===== src/rtl/armaria_isa_pkg.sv =====
// Shared ARMAria ISA definitions: field widths, instruction IDs, major opcodes,
// architectural register indices and the loader FSM state type.
package armaria_isa_pkg;

    localparam int unsigned INSTR_W  = 16;
    localparam int unsigned ID_W     = 7;
    localparam int unsigned REG_W    = 4;
    localparam int unsigned OFFSET_W = 12;
    localparam int unsigned COND_W   = 4;

    localparam logic [ID_W-1:0] ID_LSL    = 7'h01;
    localparam logic [ID_W-1:0] ID_LSR    = 7'h02;
    localparam logic [ID_W-1:0] ID_ADD3   = 7'h03;
    localparam logic [ID_W-1:0] ID_MOVI   = 7'h08;
    localparam logic [ID_W-1:0] ID_ALU_LO = 7'h0c;
    localparam logic [ID_W-1:0] ID_CMPC   = 7'h26;
    localparam logic [ID_W-1:0] ID_LDPC   = 7'h27;
    localparam logic [ID_W-1:0] ID_MEMR   = 7'h28;
    localparam logic [ID_W-1:0] ID_MEMI   = 7'h30;
    localparam logic [ID_W-1:0] ID_JMP    = 7'h48;
    localparam logic [ID_W-1:0] ID_BRC    = 7'h49;
    localparam logic [ID_W-1:0] ID_NOP    = 7'h4a;
    localparam logic [ID_W-1:0] ID_HLT    = 7'h4b;
    localparam logic [ID_W-1:0] ID_RESET  = 7'h64;

    localparam logic [3:0] OPC_SHIFT  = 4'h0;
    localparam logic [3:0] OPC_ADDSUB = 4'h1;
    localparam logic [2:0] OPC_MOVI   = 3'b001;
    localparam logic [3:0] OPC_ALU    = 4'h4;
    localparam logic [3:0] OPC_MEMR   = 4'h5;
    localparam logic [3:0] OPC_MEMI   = 4'h6;
    localparam logic [3:0] OPC_SPREL  = 4'h9;
    localparam logic [3:0] OPC_ADDR   = 4'ha;
    localparam logic [3:0] OPC_MISC   = 4'hb;
    localparam logic [3:0] OPC_JMP    = 4'hc;
    localparam logic [3:0] OPC_BRC    = 4'hd;
    localparam logic [3:0] OPC_SYS    = 4'he;

    localparam logic [REG_W-1:0] LINK = 4'hc;
    localparam logic [REG_W-1:0] SP   = 4'he;
    localparam logic [REG_W-1:0] PC   = 4'hf;

    typedef enum logic [1:0] {
        StIdle,
        StLoad,
        StDone
    } encoder_state_e;

endpackage


===== src/rtl/instruction_field_packer.sv =====
// Combinational packer: decoded instruction fields to a 16-bit ARMAria word,
// flagging IDs that have no encoding.
module instruction_field_packer
    import armaria_isa_pkg::*;
#(
    parameter int unsigned INSTRUCTION_WIDTH      = 16,
    parameter int unsigned ID_WIDTH               = 7,
    parameter int unsigned REGISTER_WIDTH         = 4,
    parameter int unsigned OFFSET_WIDTH           = 12,
    parameter int unsigned BRANCH_CONDITION_WIDTH = 4
) (
    input  logic [ID_WIDTH-1:0]               id,
    input  logic [REGISTER_WIDTH-1:0]         reg_d,
    input  logic [REGISTER_WIDTH-1:0]         reg_a,
    input  logic [REGISTER_WIDTH-1:0]         reg_b,
    input  logic [OFFSET_WIDTH-1:0]           offset,
    input  logic [BRANCH_CONDITION_WIDTH-1:0] cond,
    output logic [INSTRUCTION_WIDTH-1:0]      word,
    output logic                              invalid
);

    logic [6:0] k;
    logic [2:0] f2;
    logic [1:0] f1;
    logic [3:0] opc;

    // Upper offset bits never reach any encoding.
    logic unused_offset_hi;
    assign unused_offset_hi = ^offset[OFFSET_WIDTH-1:8];

    always_comb begin
        word    = '0;
        invalid = 1'b0;
        k       = '0;
        f2      = '0;
        f1      = '0;
        opc     = '0;
        case (id) inside
            ID_LSL, ID_LSR:
                word = {OPC_SHIFT, id == ID_LSR, offset[4:0], reg_a[2:0], reg_d[2:0]};
            ID_ADD3:
                word = {OPC_ADDSUB, 1'b0, offset[4:0], reg_a[2:0], reg_d[2:0]};
            [7'h04:7'h07]: begin
                k    = id - 7'h04;
                word = {OPC_ADDSUB, 1'b1, k[1:0],
                        (id < 7'h06) ? reg_b[2:0] : offset[2:0], reg_a[2:0], reg_d[2:0]};
            end
            [7'h08:7'h0b]:
                word = {OPC_MOVI, id[1], id[0], reg_d[2:0], offset[7:0]};
            [7'h0c:7'h1b]: begin
                k    = id - ID_ALU_LO;
                word = {OPC_ALU, 1'b0, 1'b0, k[3:2], k[1:0], reg_b[2:0], reg_d[2:0]};
            end
            [7'h1c:7'h21]: begin
                // Six IDs spread as three sub-ops each over f2 = 4 and 5, f1 = 1..3.
                k = id - 7'h1c;
                if (k < 7'd3) begin
                    f2 = 3'd4;
                    f1 = k[1:0] + 2'd1;
                end else begin
                    f2 = 3'd5;
                    f1 = k[1:0] - 2'd2;
                end
                word = {OPC_ALU, 1'b0, f2, f1, reg_b[2:0], reg_d[2:0]};
            end
            [7'h22:7'h25]: begin
                k    = id - 7'h22;
                word = {OPC_ALU, 1'b0, 3'd6, k[1:0], reg_b[2:0], reg_d[2:0]};
            end
            ID_CMPC:
                word = {OPC_ALU, 4'b0111, cond[3:0], 1'b0, reg_b[2:0]};
            ID_LDPC:
                word = {OPC_ALU, 1'b1, reg_d[2:0], offset[7:0]};
            [7'h28:7'h2f]: begin
                k    = id - ID_MEMR;
                word = {OPC_MEMR, k[2:0], reg_b[2:0], reg_a[2:0], reg_d[2:0]};
            end
            [7'h30:7'h35]: begin
                k    = id - ID_MEMI;
                opc  = OPC_MEMI + {2'b00, k[2:1]};
                word = {opc, id[0], offset[4:0], reg_a[2:0], reg_d[2:0]};
            end
            7'h36, 7'h37:
                word = {OPC_SPREL, id[0], reg_d[2:0], offset[7:0]};
            7'h38, 7'h39:
                word = {OPC_ADDR, id[0], reg_d[2:0], offset[7:0]};
            7'h3a:
                word = {OPC_MISC, 4'b0000, 2'b00, 2'b00, reg_d[3:0]};
            7'h4c:
                word = {OPC_MISC, 4'b0000, 2'b01, 2'b00, reg_a[3:0]};
            7'h4f, 7'h50:
                word = {OPC_MISC, 4'b0001, id == 7'h50, 3'b000, reg_b[3:0]};
            [7'h3b:7'h3e]: begin
                k    = id - 7'h3b;
                word = {OPC_MISC, 4'b0010, k[1:0], reg_b[2:0], reg_d[2:0]};
            end
            [7'h3f:7'h42]: begin
                k    = id - 7'h3f;
                word = {OPC_MISC, 4'b1010, k[1:0], reg_b[2:0], reg_d[2:0]};
            end
            7'h43:
                word = {OPC_MISC, 4'b0100, 1'b0, 4'b0000, reg_d[2:0]};
            7'h44:
                word = {OPC_MISC, 4'b1101, 1'b0, 4'b0000, reg_d[2:0]};
            7'h4d:
                word = {OPC_MISC, 4'b0100, 1'b1, offset[6:0]};
            7'h4e:
                word = {OPC_MISC, 4'b1101, 1'b1, offset[6:0]};
            [7'h45:7'h47]: begin
                k    = id - 7'h45;
                word = {OPC_MISC, 4'b1110, k[1:0], 3'b000,
                        (id == 7'h46) ? 3'b000 : reg_d[2:0]};
            end
            ID_JMP:
                word = {OPC_JMP, 4'b0000, offset[7:0]};
            ID_BRC:
                word = {OPC_BRC, cond[3:0], offset[7:0]};
            ID_NOP, ID_HLT:
                word = {OPC_SYS, id[0], 11'b0};
            ID_RESET:
                word = '1;
            default:
                invalid = 1'b1;
        endcase
    end

endmodule


===== src/rtl/instruction_encoder.sv =====
// Field-level program loader: packs accepted instruction fields and streams them
// into instruction memory, one word per accepted transfer, until an HLT is written.
module instruction_encoder
    import armaria_isa_pkg::*;
#(
    parameter int unsigned INSTRUCTION_WIDTH      = 16,
    parameter int unsigned ID_WIDTH               = 7,
    parameter int unsigned REGISTER_WIDTH         = 4,
    parameter int unsigned OFFSET_WIDTH           = 12,
    parameter int unsigned BRANCH_CONDITION_WIDTH = 4,
    parameter int unsigned ADDRESS_WIDTH          = 12
) (
    input  logic                              clock,
    input  logic                              reset,
    input  logic                              start,
    input  logic [ADDRESS_WIDTH-1:0]          start_address,
    input  logic                              in_valid,
    output logic                              in_ready,
    input  logic [ID_WIDTH-1:0]               ID,
    input  logic [REGISTER_WIDTH-1:0]         RegD,
    input  logic [REGISTER_WIDTH-1:0]         RegA,
    input  logic [REGISTER_WIDTH-1:0]         RegB,
    input  logic [OFFSET_WIDTH-1:0]           Offset,
    input  logic [BRANCH_CONDITION_WIDTH-1:0] branch_condition,
    output logic                              mem_write_enable,
    output logic [ADDRESS_WIDTH-1:0]          mem_address,
    output logic [INSTRUCTION_WIDTH-1:0]      mem_data,
    output logic                              busy,
    output logic                              done,
    output logic                              error,
    output logic [ID_WIDTH-1:0]               error_id,
    output logic [ADDRESS_WIDTH:0]            word_count
);

    encoder_state_e state_q, state_d;

    logic                         transfer;
    logic                         accept_write;
    logic                         packed_invalid;
    logic [INSTRUCTION_WIDTH-1:0] packed_word;

    logic                         write_q;
    logic [INSTRUCTION_WIDTH-1:0] data_q;
    logic [ADDRESS_WIDTH-1:0]     address_q;
    logic [ADDRESS_WIDTH:0]       count_q;
    logic                         error_q;
    logic [ID_WIDTH-1:0]          error_id_q;

    instruction_field_packer #(
        .INSTRUCTION_WIDTH      (INSTRUCTION_WIDTH),
        .ID_WIDTH               (ID_WIDTH),
        .REGISTER_WIDTH         (REGISTER_WIDTH),
        .OFFSET_WIDTH           (OFFSET_WIDTH),
        .BRANCH_CONDITION_WIDTH (BRANCH_CONDITION_WIDTH)
    ) u_packer (
        .id      (ID),
        .reg_d   (RegD),
        .reg_a   (RegA),
        .reg_b   (RegB),
        .offset  (Offset),
        .cond    (branch_condition),
        .word    (packed_word),
        .invalid (packed_invalid)
    );

    assign transfer     = in_valid && in_ready;
    assign accept_write = transfer && !packed_invalid;

    always_ff @(posedge clock) begin
        if (reset) begin
            state_q <= StIdle;
        end else begin
            state_q <= state_d;
        end
    end

    always_comb begin
        state_d = state_q;
        unique case (state_q)
            StIdle: if (start) state_d = StLoad;
            StLoad: begin
                if (start) begin
                    state_d = StLoad;
                end else if (accept_write && ID == ID_HLT) begin
                    state_d = StDone;
                end
            end
            StDone: if (start) state_d = StLoad;
            default: state_d = StIdle;
        endcase
    end

    always_comb begin
        busy     = (state_q == StLoad);
        done     = (state_q == StDone);
        in_ready = (state_q == StLoad) && !start;
    end

    // start never coincides with a transfer, so session clears need no priority over captures.
    always_ff @(posedge clock) begin
        if (reset) begin
            write_q    <= 1'b0;
            data_q     <= '0;
            address_q  <= '0;
            count_q    <= '0;
            error_q    <= 1'b0;
            error_id_q <= '0;
        end else begin
            write_q <= accept_write;
            if (accept_write) begin
                data_q <= packed_word;
            end
            if (start) begin
                address_q  <= start_address;
                count_q    <= '0;
                error_q    <= 1'b0;
                error_id_q <= '0;
            end else begin
                if (write_q) begin
                    address_q <= address_q + 1'b1;
                end
                if (accept_write && count_q != '1) begin
                    count_q <= count_q + 1'b1;
                end
                if (transfer && packed_invalid) begin
                    error_q <= 1'b1;
                    if (!error_q) begin
                        error_id_q <= ID;
                    end
                end
            end
        end
    end

    // Gating with reset kills a strobe that would otherwise land in the reset cycle.
    assign mem_write_enable = write_q && !reset;
    assign mem_address      = address_q;
    assign mem_data         = data_q;
    assign error            = error_q;
    assign error_id         = error_id_q;
    assign word_count       = count_q;

endmodule


===== config.mk =====
export PLATFORM = sky130hd
export DESIGN_NAME = instruction_encoder
export DESIGN_NICKNAME = d
export VERILOG_FILES = /design/src/rtl/armaria_isa_pkg.sv /design/src/rtl/instruction_field_packer.sv /design/src/rtl/instruction_encoder.sv
export SDC_FILE = /design/constraint.sdc
export NUM_CORES = 1
export LEC_CHECK = 0
export CORE_MARGIN = 2
export CORE_UTILIZATION = 35
export CTS_CLUSTER_DIAMETER = 100
export CTS_CLUSTER_SIZE = 20
export DETAILED_ROUTE_END_ITERATION = 7
export GPL_TIMING_DRIVEN = 1
export HOLD_SLACK_MARGIN = 0.15
export SLEW_MARGIN = 40
export SYNTH_ARGS = -nofsm -noshare
export SYNTH_HDL_FRONTEND = slang
export SYNTH_SLANG_ARGS = --single-unit

===== constraint.sdc =====
create_clock -name clock -period 10.22 [get_ports clock]
set_input_delay 2.044 -clock clock [delete_from_list [all_inputs] [get_ports clock]]
set_output_delay 2.044 -clock clock [all_outputs]
set_load 0.01 [all_outputs]

==> reports/metrics.cfg, run 1 <==
[status]
outcome=complete, no violations

[setup_path]
critPathLaunchType=input port
critPathKind=in -> reg
cpMaxStageDelayCell=clkdlybuf4s50_1
critPathBufInv=2
cp_top_family=simple AND/OR/NAND/NOR gates
crit_start=ID[2]
cp_cell_sequence=clkdlybuf4s50_1 > inv_1 > ha_1 > nand2_1 > a41oi_1 > or2_1 > nor3_1 > nand4_4 > nor3_4 > mux2i_1 > nor2_1
crit_path_end_kind=register
reg2reg_from=word_count[5]$_SDFFE_PP0P_
path_depth=11
required_ps=10380
r2r_cells=8
cpPeakStageDelay_ps=950
worstPathMaxFanout=20
cp.arrival_ps=6320

[power]
powerDensity_nw_per_um2=92.58
ir_worst_vdd_v=0.00006120
finalPower_mw=0.5703
p_leak_nw=2.165

[logic_synthesis]
netlist_top_cells_area=dfxtp_1, nor2_1, a21oi_1, nand2_1, o21ai_0
yosysSeqAreaShare=0.2097
yosysTopAreaCell=dfxtp_1
synthDistinctLibCells=97
synth_ff_type=dfxtp_1
syn_area_um2=4964
async_reset_ff_frac=0
synth_warnings=0
syn_inst=688
synth_seq_cells=52
avgSynthCellArea_um2=7.214
syn-num-nets=749
synth-edff-count=0
netlist.area_leader.share=0.2097

[clock_network]
htree_levels=2
cts_buffers=5
clkLatencyLatePin_ps=290
cts_sinks=52
cts_hold_buf=0
cts_buffer_depth=2
post_cts.repair.setup_buffers=0
clock-root-buffer=clkbuf_16
ctsResizeCount=0
clkSlewWorstSetupHoldPaths_ps=70
tritoncts=done

[grt]
grt_overflow_total=0
grt_pass1_wl_um=30190
grt_use_total=0.2520
grt_pass1_vias=5482
grt_max_degree=35
grt_antenna_before_repair=0

[route]
drc=0
firstDrtPassIters=5
wl_per_cell_um=20.78
ant_nets=0
wl_um=19450
first_iter_violations=600
vias=5989
vias_per_cell=6.399

[worst_hold_path]
hold_class=reg -> reg
hold_depth=2
min_from=mem_data[14]$_SDFFE_PP0P_

[die]
die_h_um=123.1
core-area_um2=13880
fp.dieArea_um2=15150
start_util=0.3576
io_pins=104
die_w_um=123.1
num_rows=43

[finish]
syn_to_final_growth_pct=24.12
post-route-util=0.4438
regArea_um2=1041
finalNetCount=816
num_antenna_cells=0
multi_input_area_um2=3660
stdcell_count=936
drive_gt1_frac=0.07275
n_fill_cell=1412

[place]
place.gp.congestion=0.9728
port-buffer-count=99
dpl.hpwl_um=14530
dp_cells=927

[timing]
slew_headroom=0.4816
fin_crit_sh=0.6026
setup_tns_ps=0
period_minus_slack_ps=6158
setup_viol=0
hold_viol_final=0
finClkSkew_ps=7.063
slew_violations=0
rsz0062_at_grt=false
worst_pin_slew_ps=771.6
max_freq_mhz=162.4

[run]
cap_viol_max_count=0

-- layout make-up --
type	count	area share
Clock buffer	6	0.02092
Clock inverter	2	0.005686
Inverter	16	0.009748
Multi-Input combinational cell	575	0.5940
Sequential cell	52	0.1690
Tap cell	180	0.03656
Timing Repair Buffer	105	0.1641
-- per-layer routing --
layer  GRT usage  vias up  share of wire
met5           0        -              0
met4     0.09659        0          0.036
met3     0.03736       52          0.086
met2      0.4123      374           0.46
met1      0.3342     2823           0.42
li1            -     2740              -
-- through the flow --
step	hold slack, ps	instance area (µm²)	worst slack (ps)
after floorplan	448.0	4964	5368
after global placement	446.1	6008	3866
after detailed placement	445.8	6005	3865
after CTS	453.7	6168	4042
after global routing	472.9	6161	3796
final	451.8	6161	4062
-- where the power goes --
group / switching (mW) / internal (mW)
sequential: 0.00530 / 0.208
clock: 0.0734 / 0.115
combinational: 0.102 / 0.0660
total: 0.181 / 0.389
-- layout by cell type (no fill, tap or decap), types with 9 or more instances in the layout --
master and n:
nor2_1 88, nand4_1 12, ha_1 10, mux2i_1 13
a211oi_1 12, nor3_1 21, inv_1 15, dfxtp_1 52
clkdlybuf4s50_1 94, o21ai_1 9, o21a_1 9, nand2_1 75
a21oi_1 63, xor2_1 11, and3_1 15, o21ai_0 37
nand3_1 23
-- final timing paths --
check                                to  slack, ps
max            error_id[5]$_SDFFE_PP0P_       4060
min           mem_data[14]$_SDFFE_PP0P_        450
max reg2reg  word_count[7]$_SDFFE_PP0P_       8070
min reg2reg   mem_data[14]$_SDFFE_PP0P_        450
-- cell usage after synthesis (all sizes together), types with 6 or more instances --
library cell / n
a211oi: 14
a21oi: 64
a221oi: 7
a31oi: 7
and2: 6
and3: 16
buf: 22
clkbuf: 23
dfxtp: 52
ha: 10
inv: 15
mux2i: 13
nand2: 75
nand3: 24
nand4: 13
nor2: 89
nor3: 24
nor4: 6
o211ai: 9
o21a: 9
o21ai: 46
o221ai: 6
o22ai: 7
or2: 6
or3: 9
xor2: 11
-- cell families (layout without fill, tap and decap cells) --
group,Yosys count,count (layout),share of synthesized area
compound gates,237,237,0.3398
mux,13,13,0.02622
xor+xnor,14,14,0.02470
fa+ha+maj,10,10,0.02521
simple gates,301,301,0.3201
buf+inv,61,129,0.05419
flops,52,52,0.2097
-- flip-flops by register name (all words and copies together), names as in the netlist --
name,flops
state_q,2
error,1
word_count,13
write_q,1
mem_address,12
error_id,7
mem_data,16
-- worst min-delay path, cell delays in order, from the launching register on --
cell	delay [ps]
dfxtp_1	310
nand2_1	50
a21oi_1	50
Power figures use the tool's default switching activity.
==> run 2, diff against run 1 <==
Clock period 10.22 ns to 6.3 ns, I/O delays scaled along.
==> run 2 against run 1 <==
  * Sequential share of layout area down 0.24 points
  * Combinational power up 65%
  * Total power up 64%
  * Highest routed layer unchanged
  * Clock power up 63%
  * Critical path type unchanged
  * Non-clock buffer count up 10
  * Clock skew down 1.2 ps
  * Critical path depth unchanged
  * Final cell count up 1.1%
  * Largest power group unchanged
  * Register-to-register slack worse by 3900 ps
  * Via count down 0.50%
==> reports/metrics.cfg, run 2 (synthesis gave the netlist of run 1 again) <==
[die]
fp.dieArea_um2=15150
num_rows=43
die_w_um=123.1
core-area_um2=13880
io_pins=104
die_h_um=123.1
start_util=0.3576

[power]
powerDensity_nw_per_um2=149.4
switching_share=0.3183
switching_power_mw=0.2971
pwr-share-clk=0.331
seqPwrFrac=0.370
p_comb_frac=0.298
ir_worst_vdd_v=0.00008688
p_leak_nw=2.214
internal_power_mw=0.6363

[timing]
finClkSkew_ps=5.839
setup_tns_ps=0
setup_viol=0
max_freq_mhz=192.6
worst_pin_slew_ps=823.7
hold_viol_final=0
slew_headroom=0.4458
rsz0062_at_grt=false
fin_crit_sh=0.8242
period_minus_slack_ps=5192
slew_violations=0
finalWorstSetupSlack_ps=1108

[setup_path]
crit_path_end_kind=register
crit_start=ID[3]
crit_end=mem_data[7]$_SDFFE_PP0P_
ff2ff_setup_slack_ps=4130
cp.arrival_ps=5400
worstPathMaxFanout=24
r2r-end=word_count[9]$_SDFFE_PP0P_
required_ps=6510
cpPeakStageDelay_ps=830
cpMaxStageDelayCell=clkdlybuf4s50_1
reg2reg_from=word_count[4]$_SDFFE_PP0P_
critPathBufInv=2
critPathKind=in -> reg
critPathLaunchType=input port
path_depth=11
r2r_cells=8
cp_cell_sequence=clkdlybuf4s50_1 > inv_1 > ha_1 > or4b_1 > a32o_2 > a21oi_4 > nor2_1 > and4_4 > nor2_4 > mux2i_1 > a311oi_2
cp_top_family=simple AND/OR/NAND/NOR gates

[route]
ant_nets=0
first_iter_violations=677
vias=5959
firstDrtPassIters=5
wl_um=19580
wl_per_cell_um=20.70
drc=0
vias_per_cell=6.299

[finish]
stdcell_count=946
layout_commonest_cell=clkdlybuf4s50_1
multi_input_area_um2=3654
largest_register_ffs=16
stdcell_area_um2=6250
num_antenna_cells=0
finalNetCount=826
syn_to_final_growth_pct=25.91
final_cell_mix=clkdlybuf4s50_1, nor2_1, nand2_1, a21oi_1, dfxtp_1
regArea_um2=1041
n_fill_cell=1431
drive_gt1_frac=0.07833

[grt]
grt_overflow_total=0
grt_pass1_wl_um=30510
grt_antenna_before_repair=0
grt_max_degree=35
grt_use_total=0.2558
grt_pass1_vias=5656

[clock_network]
post_cts.repair.setup_buffers=0
cts_buffer_depth=2
cts_sinks=52
tritoncts=done
clock-root-buffer=clkbuf_16
ctsResizeCount=0
clkLatencyLatePin_ps=300
cts_buffers=5
htree_levels=2
clkSlewWorstSetupHoldPaths_ps=60
cts_hold_buf=0

[place]
dpl.hpwl_um=15010
dpl_cell_area_um2=6091
port-buffer-count=99
dp_cells=938
place_ws_ps=870.3
place.gp.congestion=0.9493

[worst_hold_path]
hold_class=reg -> reg

[status]
outcome=complete, no violations

[run]
cap_viol_max_count=0

run 2: tightest hold or removal path: cells and delay by family, from the launching register on:
kind	cells	cell delay, ps
DFF	1	310
and+or+nand+nor	1	50
AOI/OAI and AO/OA	1	50
run 2: final cells by class:
cell class              count  area share
clock inverters             2    0.005606
multi-input cells         575      0.5846
inverters                  16    0.009610
clock buffers               6     0.02062
well taps                 180     0.03604
repair buffers            115      0.1770
flip-flops and latches     52      0.1666
run 2: worst min path at each step:
stage,startpoint,endpoint,depth (start not counted)
5_1_grt,mem_data[12]$_SDFFE_PP0P_,mem_data[12]$_SDFFE_PP0P_,2
6_report,mem_data[14]$_SDFFE_PP0P_,mem_data[14]$_SDFFE_PP0P_,2
4_1_cts,mem_data[15]$_SDFFE_PP0P_,mem_data[15]$_SDFFE_PP0P_,2
3_3_place_gp,mem_data[12]$_SDFFE_PP0P_,mem_data[12]$_SDFFE_PP0P_,2
2_1_floorplan,state_q[1]$_SDFFE_PP0P_,state_q[0]$_SDFFE_PP0P_,1
3_5_place_dp,mem_data[13]$_SDFFE_PP0P_,mem_data[13]$_SDFFE_PP0P_,2
run 2: power groups by stage:
stage,clock network [mW],registers [mW],logic [mW]
global route,0.327,0.347,0.298
CTS,0.316,0.346,0.273
finish,0.309,0.346,0.278
global placement,0,0.353,0.268
floorplan,0,0.355,0.157
detailed placement,0,0.353,0.271
run 2: metrics by stage:
step	total power, mW	hold WS [ps]	util
3_3_place_gp	0.6211	446.3	0.4383
5_1_grt	0.9722	485.7	0.4502
2_1_floorplan	0.5127	448.0	-
3_5_place_dp	0.6244	457.2	0.4388
4_1_cts	0.9348	473.8	0.4506
6_report	0.9334	465.3	0.4502
run 2: routing by layer:
| metal | track usage | share of wire |
|---|---|---|
| met5 | 0 | 0 |
| met4 | 0.1101 | 0.039 |
| met3 | 0.04382 | 0.094 |
| met2 | 0.4195 | 0.46 |
| met1 | 0.3303 | 0.41 |
